## src/rtl/ball_controller_if.sv

```systemverilog
// Signal bundle between the video/game logic and the ball controller.
// The master side drives timing and control; the slave side returns position and score events.
interface ball_controller_if;
   logic [10:0] hcount;
   logic [9:0]  vcount;
   logic        launch;
   logic [7:0]  vel_x;
   logic [7:0]  vel_y;
   logic        bounce_x;
   logic        pause;
   logic [15:0] x;
   logic [15:0] y;
   logic [1:0]  ball_state;
   logic        score_l;
   logic        score_r;

   modport master (
      output hcount, vcount, launch, vel_x, vel_y, bounce_x, pause,
      input  x, y, ball_state, score_l, score_r
   );

   modport slave (
      input  hcount, vcount, launch, vel_x, vel_y, bounce_x, pause,
      output x, y, ball_state, score_l, score_r
   );
endinterface

```

## src/rtl/ball_controller.sv

```systemverilog
// Pong ball motion controller: once-per-frame position update, wall bounces,
// paddle reversal, scoring and a timed respawn.
module ball_controller #(
   parameter int SCREEN_W    = 1024,
   parameter int SCREEN_H    = 768,
   parameter int BALL_SIZE   = 64,
   parameter int X0          = 480,
   parameter int Y0          = 352,
   parameter int HIDE_FRAMES = 60
) (
   input  logic             clk,
   input  logic             reset,
   ball_controller_if.slave bus
);

   typedef enum logic [1:0] {
      IDLE   = 2'd0,
      MOVING = 2'd1,
      SCORED = 2'd2
   } state_t;

   localparam int                CW       = (HIDE_FRAMES > 1) ? $clog2(HIDE_FRAMES) : 1;
   localparam logic signed [16:0] X_MAX   = 17'(SCREEN_W - BALL_SIZE);
   localparam logic signed [16:0] Y_MAX   = 17'(SCREEN_H - BALL_SIZE);
   localparam logic [15:0]        X_INIT  = 16'(X0);
   localparam logic [15:0]        Y_INIT  = 16'(Y0);
   localparam logic [CW-1:0]      CNT_END = CW'(HIDE_FRAMES - 1);

   // Two's-complement negate; -128 has no positive twin so it clamps to +127.
   function automatic logic [7:0] neg_sat(input logic [7:0] v);
      logic [7:0] r;
      if (v == 8'h80) begin
         r = 8'h7F;
      end else begin
         r = (~v) + 8'd1;
      end
      return r;
   endfunction

   state_t      state_q, state_d;
   logic [15:0] x_q, x_d;
   logic [15:0] y_q, y_d;
   logic [7:0]  vx_q, vx_d;
   logic [7:0]  vy_q, vy_d;
   logic        pend_q, pend_d;
   logic [CW-1:0] cnt_q, cnt_d;
   logic        score_l_q, score_l_d;
   logic        score_r_q, score_r_d;
   logic [1:0]  ball_state_q, ball_state_d;

   logic               frame_tick_s;
   logic               step_s;
   logic [7:0]         vx_eff_s;
   logic signed [16:0] nx_s;
   logic signed [16:0] ny_s;
   logic               exit_l_s;
   logic               exit_r_s;

   assign frame_tick_s = (bus.hcount == 11'd0) && (bus.vcount == 10'(SCREEN_H));
   assign step_s       = (state_q == MOVING) && frame_tick_s && !bus.pause;
   // A bounce arriving on the tick itself is folded in with any earlier pending one.
   assign vx_eff_s     = (pend_q || bus.bounce_x) ? neg_sat(vx_q) : vx_q;
   assign nx_s         = $signed({1'b0, x_q}) + $signed({{9{vx_eff_s[7]}}, vx_eff_s});
   assign ny_s         = $signed({1'b0, y_q}) + $signed({{9{vy_q[7]}}, vy_q});
   assign exit_r_s     = (nx_s < 17'sd0);
   assign exit_l_s     = (nx_s > X_MAX);

   // State and datapath registers.
   always_ff @(posedge clk) begin
      if (reset) begin
         state_q      <= IDLE;
         x_q          <= X_INIT;
         y_q          <= Y_INIT;
         vx_q         <= 8'd0;
         vy_q         <= 8'd0;
         pend_q       <= 1'b0;
         cnt_q        <= '0;
         score_l_q    <= 1'b0;
         score_r_q    <= 1'b0;
         ball_state_q <= 2'd0;
      end else begin
         state_q      <= state_d;
         x_q          <= x_d;
         y_q          <= y_d;
         vx_q         <= vx_d;
         vy_q         <= vy_d;
         pend_q       <= pend_d;
         cnt_q        <= cnt_d;
         score_l_q    <= score_l_d;
         score_r_q    <= score_r_d;
         ball_state_q <= ball_state_d;
      end
   end

   // Next-state selection.
   always_comb begin
      state_d = state_q;
      case (state_q)
         IDLE: begin
            if (bus.launch) state_d = MOVING;
            else            state_d = IDLE;
         end
         MOVING: begin
            if (step_s && (exit_l_s || exit_r_s)) state_d = SCORED;
            else                                  state_d = MOVING;
         end
         SCORED: begin
            if (frame_tick_s && (cnt_q == CNT_END)) state_d = IDLE;
            else                                    state_d = SCORED;
         end
         default: state_d = IDLE;
      endcase
   end

   // Position, velocity, counter and score-pulse updates.
   always_comb begin
      x_d          = x_q;
      y_d          = y_q;
      vx_d         = vx_q;
      vy_d         = vy_q;
      pend_d       = pend_q;
      cnt_d        = cnt_q;
      score_l_d    = 1'b0;
      score_r_d    = 1'b0;
      ball_state_d = (state_d == SCORED) ? 2'd1 : 2'd0;
      case (state_q)
         IDLE: begin
            x_d    = X_INIT;
            y_d    = Y_INIT;
            pend_d = 1'b0;
            cnt_d  = '0;
            if (bus.launch) begin
               vx_d = bus.vel_x;
               vy_d = bus.vel_y;
            end else begin
               vx_d = vx_q;
               vy_d = vy_q;
            end
         end
         MOVING: begin
            if (step_s) begin
               vx_d   = vx_eff_s;
               pend_d = 1'b0;
               if (ny_s <= 17'sd0) begin
                  y_d  = 16'd0;
                  vy_d = neg_sat(vy_q);
               end else if (ny_s >= Y_MAX) begin
                  y_d  = Y_MAX[15:0];
                  vy_d = neg_sat(vy_q);
               end else begin
                  y_d  = ny_s[15:0];
               end
               // x keeps its last on-screen value when the ball leaves.
               if (exit_r_s) begin
                  score_r_d = 1'b1;
               end else if (exit_l_s) begin
                  score_l_d = 1'b1;
               end else begin
                  x_d = nx_s[15:0];
               end
            end else begin
               pend_d = pend_q | bus.bounce_x;
            end
         end
         SCORED: begin
            pend_d = 1'b0;
            if (frame_tick_s) begin
               if (cnt_q == CNT_END) begin
                  cnt_d = '0;
                  x_d   = X_INIT;
                  y_d   = Y_INIT;
                  vx_d  = 8'd0;
                  vy_d  = 8'd0;
               end else begin
                  cnt_d = cnt_q + 1'b1;
               end
            end else begin
               cnt_d = cnt_q;
            end
         end
         default: begin
            x_d    = X_INIT;
            y_d    = Y_INIT;
            vx_d   = 8'd0;
            vy_d   = 8'd0;
            pend_d = 1'b0;
            cnt_d  = '0;
         end
      endcase
   end

   assign bus.x          = x_q;
   assign bus.y          = y_q;
   assign bus.ball_state = ball_state_q;
   assign bus.score_l    = score_l_q;
   assign bus.score_r    = score_r_q;

endmodule

```

## src/flat_wrapper.sv

```systemverilog
// flat-port wrapper written by rule: the top's interface ports become plain ports
module ball_controller_flat 
#(
   parameter int SCREEN_W    = 1024,
   parameter int SCREEN_H    = 768,
   parameter int BALL_SIZE   = 64,
   parameter int X0          = 480,
   parameter int Y0          = 352,
   parameter int HIDE_FRAMES = 60
)
  (clk, reset, bus_hcount, bus_vcount, bus_launch, bus_vel_x, bus_vel_y, bus_bounce_x, bus_pause, bus_x, bus_y, bus_ball_state, bus_score_l, bus_score_r);
  ball_controller_if bus_i ();
  input  logic clk;
  input  logic reset;
  input wire logic [$bits(bus_i.hcount)-1:0] bus_hcount;
  input wire logic [$bits(bus_i.vcount)-1:0] bus_vcount;
  input wire logic [$bits(bus_i.launch)-1:0] bus_launch;
  input wire logic [$bits(bus_i.vel_x)-1:0] bus_vel_x;
  input wire logic [$bits(bus_i.vel_y)-1:0] bus_vel_y;
  input wire logic [$bits(bus_i.bounce_x)-1:0] bus_bounce_x;
  input wire logic [$bits(bus_i.pause)-1:0] bus_pause;
  output wire logic [$bits(bus_i.x)-1:0] bus_x;
  output wire logic [$bits(bus_i.y)-1:0] bus_y;
  output wire logic [$bits(bus_i.ball_state)-1:0] bus_ball_state;
  output wire logic [$bits(bus_i.score_l)-1:0] bus_score_l;
  output wire logic [$bits(bus_i.score_r)-1:0] bus_score_r;
  assign bus_i.hcount = bus_hcount;
  assign bus_i.vcount = bus_vcount;
  assign bus_i.launch = bus_launch;
  assign bus_i.vel_x = bus_vel_x;
  assign bus_i.vel_y = bus_vel_y;
  assign bus_i.bounce_x = bus_bounce_x;
  assign bus_i.pause = bus_pause;
  assign bus_x = bus_i.x;
  assign bus_y = bus_i.y;
  assign bus_ball_state = bus_i.ball_state;
  assign bus_score_l = bus_i.score_l;
  assign bus_score_r = bus_i.score_r;
  ball_controller #(.SCREEN_W(SCREEN_W), .SCREEN_H(SCREEN_H), .BALL_SIZE(BALL_SIZE), .X0(X0), .Y0(Y0), .HIDE_FRAMES(HIDE_FRAMES)) u_core (.clk(clk), .reset(reset), .bus(bus_i));
endmodule
```

## config.mk

```make
export PLATFORM = sky130hd
export DESIGN_NAME = ball_controller_flat
export DESIGN_NICKNAME = d
export VERILOG_FILES = /design/src/rtl/ball_controller_if.sv /design/src/rtl/ball_controller.sv /design/src/flat_wrapper.sv
export SDC_FILE = /design/constraint.sdc
export NUM_CORES = 1
export LEC_CHECK = 0
export CAP_MARGIN = 15
export CORE_MARGIN = 3
export CORE_UTILIZATION = 45
export DETAILED_ROUTE_END_ITERATION = 10
export PLACE_DENSITY = 0.73
export SLEW_MARGIN = 20
export SYNTH_ARGS = -nofsm -noshare
export SYNTH_HDL_FRONTEND = slang
export SYNTH_SLANG_ARGS = --single-unit
```

## constraint.sdc

```tcl
create_clock -name clk -period 4.7 [get_ports clk]
set_input_delay 0.705 -clock clk [delete_from_list [all_inputs] [get_ports clk]]
set_output_delay 0.705 -clock clk [all_outputs]
set_load 0.05 [all_outputs]
```

==> summary.md <==
| Metric | Value |
|---|---|
| Maximum clock frequency | 0.221 GHz |
| CTS Buffer Depth | 2 |
| Total detailed-routing wirelength | 12900 um |
| Async SR Flop Fraction | 0 |
| Number of antenna violations at the first check in global routing | 0 |
| Final setup violation count | 0 |
| Type of the tightest min-delay check | reg -> reg |
| Count of input and output buffers | 76 |
| Number of pins with negative max-slew slack in the final report | 0 |
| Crit path max-delay cell type | sky130_fd_sc_hd__clkdlybuf4s50_1 |
| Clock network latency to the later pin of the worst-skew pair | roughly 350 ps |
| Root buffer cell | sky130_fd_sc_hd__clkbuf_8 |
| Leakage dissipation | about 2.3 nW |
| Sum of internal, switching and leakage power | 1.66 mW |
| TritonCTS clock tree | built |
| Effective utilization at floorplan | 0.471 |
| Area added between synthesis and finish | 26.8% |
| Synth Register Bits | 60 |
| Number of endpoints with negative hold slack in the final report | 0 |
| FILL cells | 921 |
| Startpoint types | input port |
| Relative max-transition margin | 0.339 |
| Unrepaired setup endpoints after global routing | false |
| Setup clock skew after layout | 12.6 ps |
| P per Cell Area | ~280 nW/um2 |
| Fin crit share | 0.963 |
| Final HPWL DP | 10000 um |
| Largest net degree at the start of global routing | 35 |
| Die W | about 110 um |
| Run status | finished, final reports clean |
| Worst path cell trace | clkdlybuf4s50_1 > or2_2 > nand4b_1 > buf_4 > nand2_1 > ha_1 > inv_1 > fa_1 > nor2b_1 > o21a_1 > o21ai_0 > a211oi_2 > o311ai_0 > o311ai_0 > a2111o_1 > nor4_4 > buf_4 > buf_4 > mux2i_1 |
| Largest delay contributor family on the critical path | compound AO/OA/AOI/OAI gates |
| Total Die Area | roughly 12000 um2 |
| Number of buffers inserted by hold repair at cts | 0 |
| Number of nets in the final layout | 771 |
| Antenna Diode Count | 0 |
| Number of buffer and inverter stages on the critical path | 5 |
| Post-detailed-route count of antenna-violating nets | 0 |
| Clock Pin Slew Worst Setup and Hold Paths | 80 ps |
| Required time of the critical path | 4980 ps |
| Path type of the worst setup path | in -> reg |
| Via total after detailed routing | ~4800 |
| Die Y-Extent | approximately 110 um |
| Critical Path End Type | register |
| Max stage delay on crit path | 460 ps |
| Cell depth of the worst flop-to-flop path | 20 |
| Average detailed-routed wire length per instance | 15.5 um |
| Register area share after synthesis | 0.257 |
| Most numerous cell on the critical path | sky130_fd_sc_hd__buf_4 |
| Final estimated routing congestion in global placement | just over 0.9 |
| Primary FF master, synth | sky130_fd_sc_hd__dfxtp_1 |
| Synthesized net count | 677 |
| Critical path depth | 19 |
| Netlist area before placement | 4670 um2 |
| Gate count after technology mapping | between 500 and 600 |
| Critical path data arrival time | roughly 4800 ps |
| GR Overflow Total | 0 |
| Vias in the first global route | 4766 |
| Largest fanout of any net on the critical path | 10 |
| Maxcap violations | 0 |
| I/O pin cnt | 78 |
| Overall routing resource usage | 0.228 |
| Maximum ir drop on the vdd rail | about 150 uV |
| Share of final-layout standard cells stronger than drive strength 1 | 0.0875 |
| Routed vias/inst | 5.75 |
| Worst Tran Pin Value | 990 ps |
| Drt pass-1 iters | 4 |
| Post-CTS Resized | 0 |
| Number of DRC violations after detailed routing | 0 |
| Shortest period the worst path allows | 4530 ps |
| Distinct cell type count of the synthesized netlist | 67 |
| CTS H-tree depth | 3 |
| Number of clock buffers inserted by TritonCTS | 9 |
| Number of enable flip-flop cells after synthesis | 0 |
| Setup fix buffers added after clock tree synthesis | 0 |
| First-pass GRT wire length | ~22000 um |
| Post-synthesis area per instance | 7.81 um2 |
| WHS Path Cells | 2 |
| Yosys warning count | 0 |
| Standard-cell row count | 36 |
| Floorplan core area | 9910 um2 |
| Clock Sinks | 60 |
| Starting DRT DRC Count | 182 |
| Sum of negative setup slack | 0 ps |
-- worst min-delay path: cells and delay by family (launching register included) --
family	cells	cell delay, ps
simple gates	1	60
mux	1	50
flops	1	340
-- per-layer routing --
layer / wire length [um] / part of all wire / GRT usage / up-vias
li1: - / - / - / 2397
met1: 5680 / 0.44 / 0.277 / 2226
met2: 6530 / 0.51 / 0.410 / 130
met3: 525 / 0.041 / 0.0432 / 19
met4: 165 / 0.013 / 0.0577 / 0
met5: 0 / 0 / 0 / -
-- area by class of cell --
class	instances	area, um2	area share
multi-input combinational	493	3290	0.556
sequential	60	1200	0.203
timing repair buffer	104	971	0.164
tap	133	166	0.0281
clock buffer	9	124	0.0209
inverter	24	90.1	0.0152
clock inverter	7	76.3	0.0129
-- path summary, 6_finish.rpt --
| kind | start | end | slack, ps |
|---|---|---|---|
| max | bus_bounce_x | u_core.bus.x[7]$_SDFFE_PP1P_ | 170 |
| min | u_core.bus.x[9]$_SDFFE_PP0P_ | u_core.bus.x[9]$_SDFFE_PP0P_ | 490 |
| max reg2reg | u_core.vx_q[0]$_SDFFE_PP0P_ | u_core.bus.x[7]$_SDFFE_PP1P_ | 270 |
| min reg2reg | u_core.bus.x[9]$_SDFFE_PP0P_ | u_core.bus.x[9]$_SDFFE_PP0P_ | 490 |
-- where the power goes --
| part | internal (mW) | switching [mW] | leakage, nW |
|---|---|---|---|
| combinational | 0.290 | 0.340 | 1.75 |
| sequential | 0.525 | 0.0271 | 0.487 |
| clock | 0.247 | 0.234 | 0.0958 |
-- cell usage in the layout (no fill, tap or decap), types with 6 or more instances in the layout --
| cell type | Yosys | routed |
|---|---|---|
| sky130_fd_sc_hd__mux2i_1 | 13 | 13 |
| sky130_fd_sc_hd__a21oi_1 | 51 | 51 |
| sky130_fd_sc_hd__a31oi_1 | 7 | 7 |
| sky130_fd_sc_hd__and2_1 | 13 | 13 |
| sky130_fd_sc_hd__nor3b_1 | 6 | 6 |
| sky130_fd_sc_hd__ha_1 | 35 | 35 |
| sky130_fd_sc_hd__nor2_1 | 63 | 63 |
| sky130_fd_sc_hd__buf_4 | 1 | 28 |
| sky130_fd_sc_hd__o21a_1 | 10 | 10 |
| sky130_fd_sc_hd__or3_1 | 6 | 6 |
| sky130_fd_sc_hd__o21ai_0 | 31 | 31 |
| sky130_fd_sc_hd__a211oi_1 | 11 | 10 |
| sky130_fd_sc_hd__or2_2 | 6 | 6 |
| sky130_fd_sc_hd__nor3_1 | 18 | 18 |
| sky130_fd_sc_hd__nand2b_1 | 15 | 15 |
| sky130_fd_sc_hd__inv_1 | 24 | 24 |
| sky130_fd_sc_hd__nor4_1 | 13 | 13 |
| sky130_fd_sc_hd__xnor2_1 | 15 | 15 |
| sky130_fd_sc_hd__or4_1 | 6 | 6 |
| sky130_fd_sc_hd__clkbuf_8 | 0 | 9 |
| sky130_fd_sc_hd__clkdlybuf4s50_1 | 0 | 76 |
| sky130_fd_sc_hd__xor2_1 | 9 | 9 |
| sky130_fd_sc_hd__dfxtp_1 | 60 | 59 |
| sky130_fd_sc_hd__nand2_1 | 42 | 42 |
| sky130_fd_sc_hd__nand3_1 | 14 | 14 |
| sky130_fd_sc_hd__a21o_1 | 11 | 11 |
| sky130_fd_sc_hd__nor2b_1 | 14 | 14 |
-- synth_stat cells (all sizes together), types with 11 or more instances --
cell type  instances  share of area
nand3             14          0.015
a211oi            11          0.018
and2              13          0.017
nor2              63          0.051
nor2b             14          0.019
clkbuf            18          0.014
dfxtp             60           0.26
mux2i             13          0.028
ha                35          0.094
nand2b            15          0.020
o21ai             32          0.034
xnor2             15          0.028
nor3              18          0.019
nand2             42          0.034
a21oi             52          0.057
a21o              11          0.018
inv               24          0.019
nor4              15          0.025
-- sequential cells by signal, indices dropped and copies added (netlist names) --
signal,cells
u_core.state_q,2
u_core.bus.ball_state,1
u_core.cnt_q,6
u_core.vy_q,8
u_core.bus.score_l,1
u_core.vx_q,8
u_core.pend_q,1
u_core.bus.x,16
u_core.bus.y,16
u_core.bus.score_r,1
-- cell families (layout without fill, tap and decap cells) --
family,Yosys count,after routing,synth area share
compound gates,177,177,0.250
buf+inv,45,144,0.0386
flops,60,60,0.257
mux,17,17,0.0383
other cells,1,1,0.000803
fa+ha+maj,37,37,0.102
xor+xnor,24,24,0.0450
simple gates,237,237,0.267
-- stage by stage --
step	hold WS, ps	utilization	area (um2)	instances	worst slack [ps]
detailed placement	478	0.577	5720	814	-91.9
global route	499	0.598	5920	830	5.67
global placement	471	0.577	5720	814	-30.1
floorplan	459	-	4670	598	221
finish	488	0.598	5920	830	175
CTS	490	0.597	5920	830	249
(Power assumes the default switching activity.)
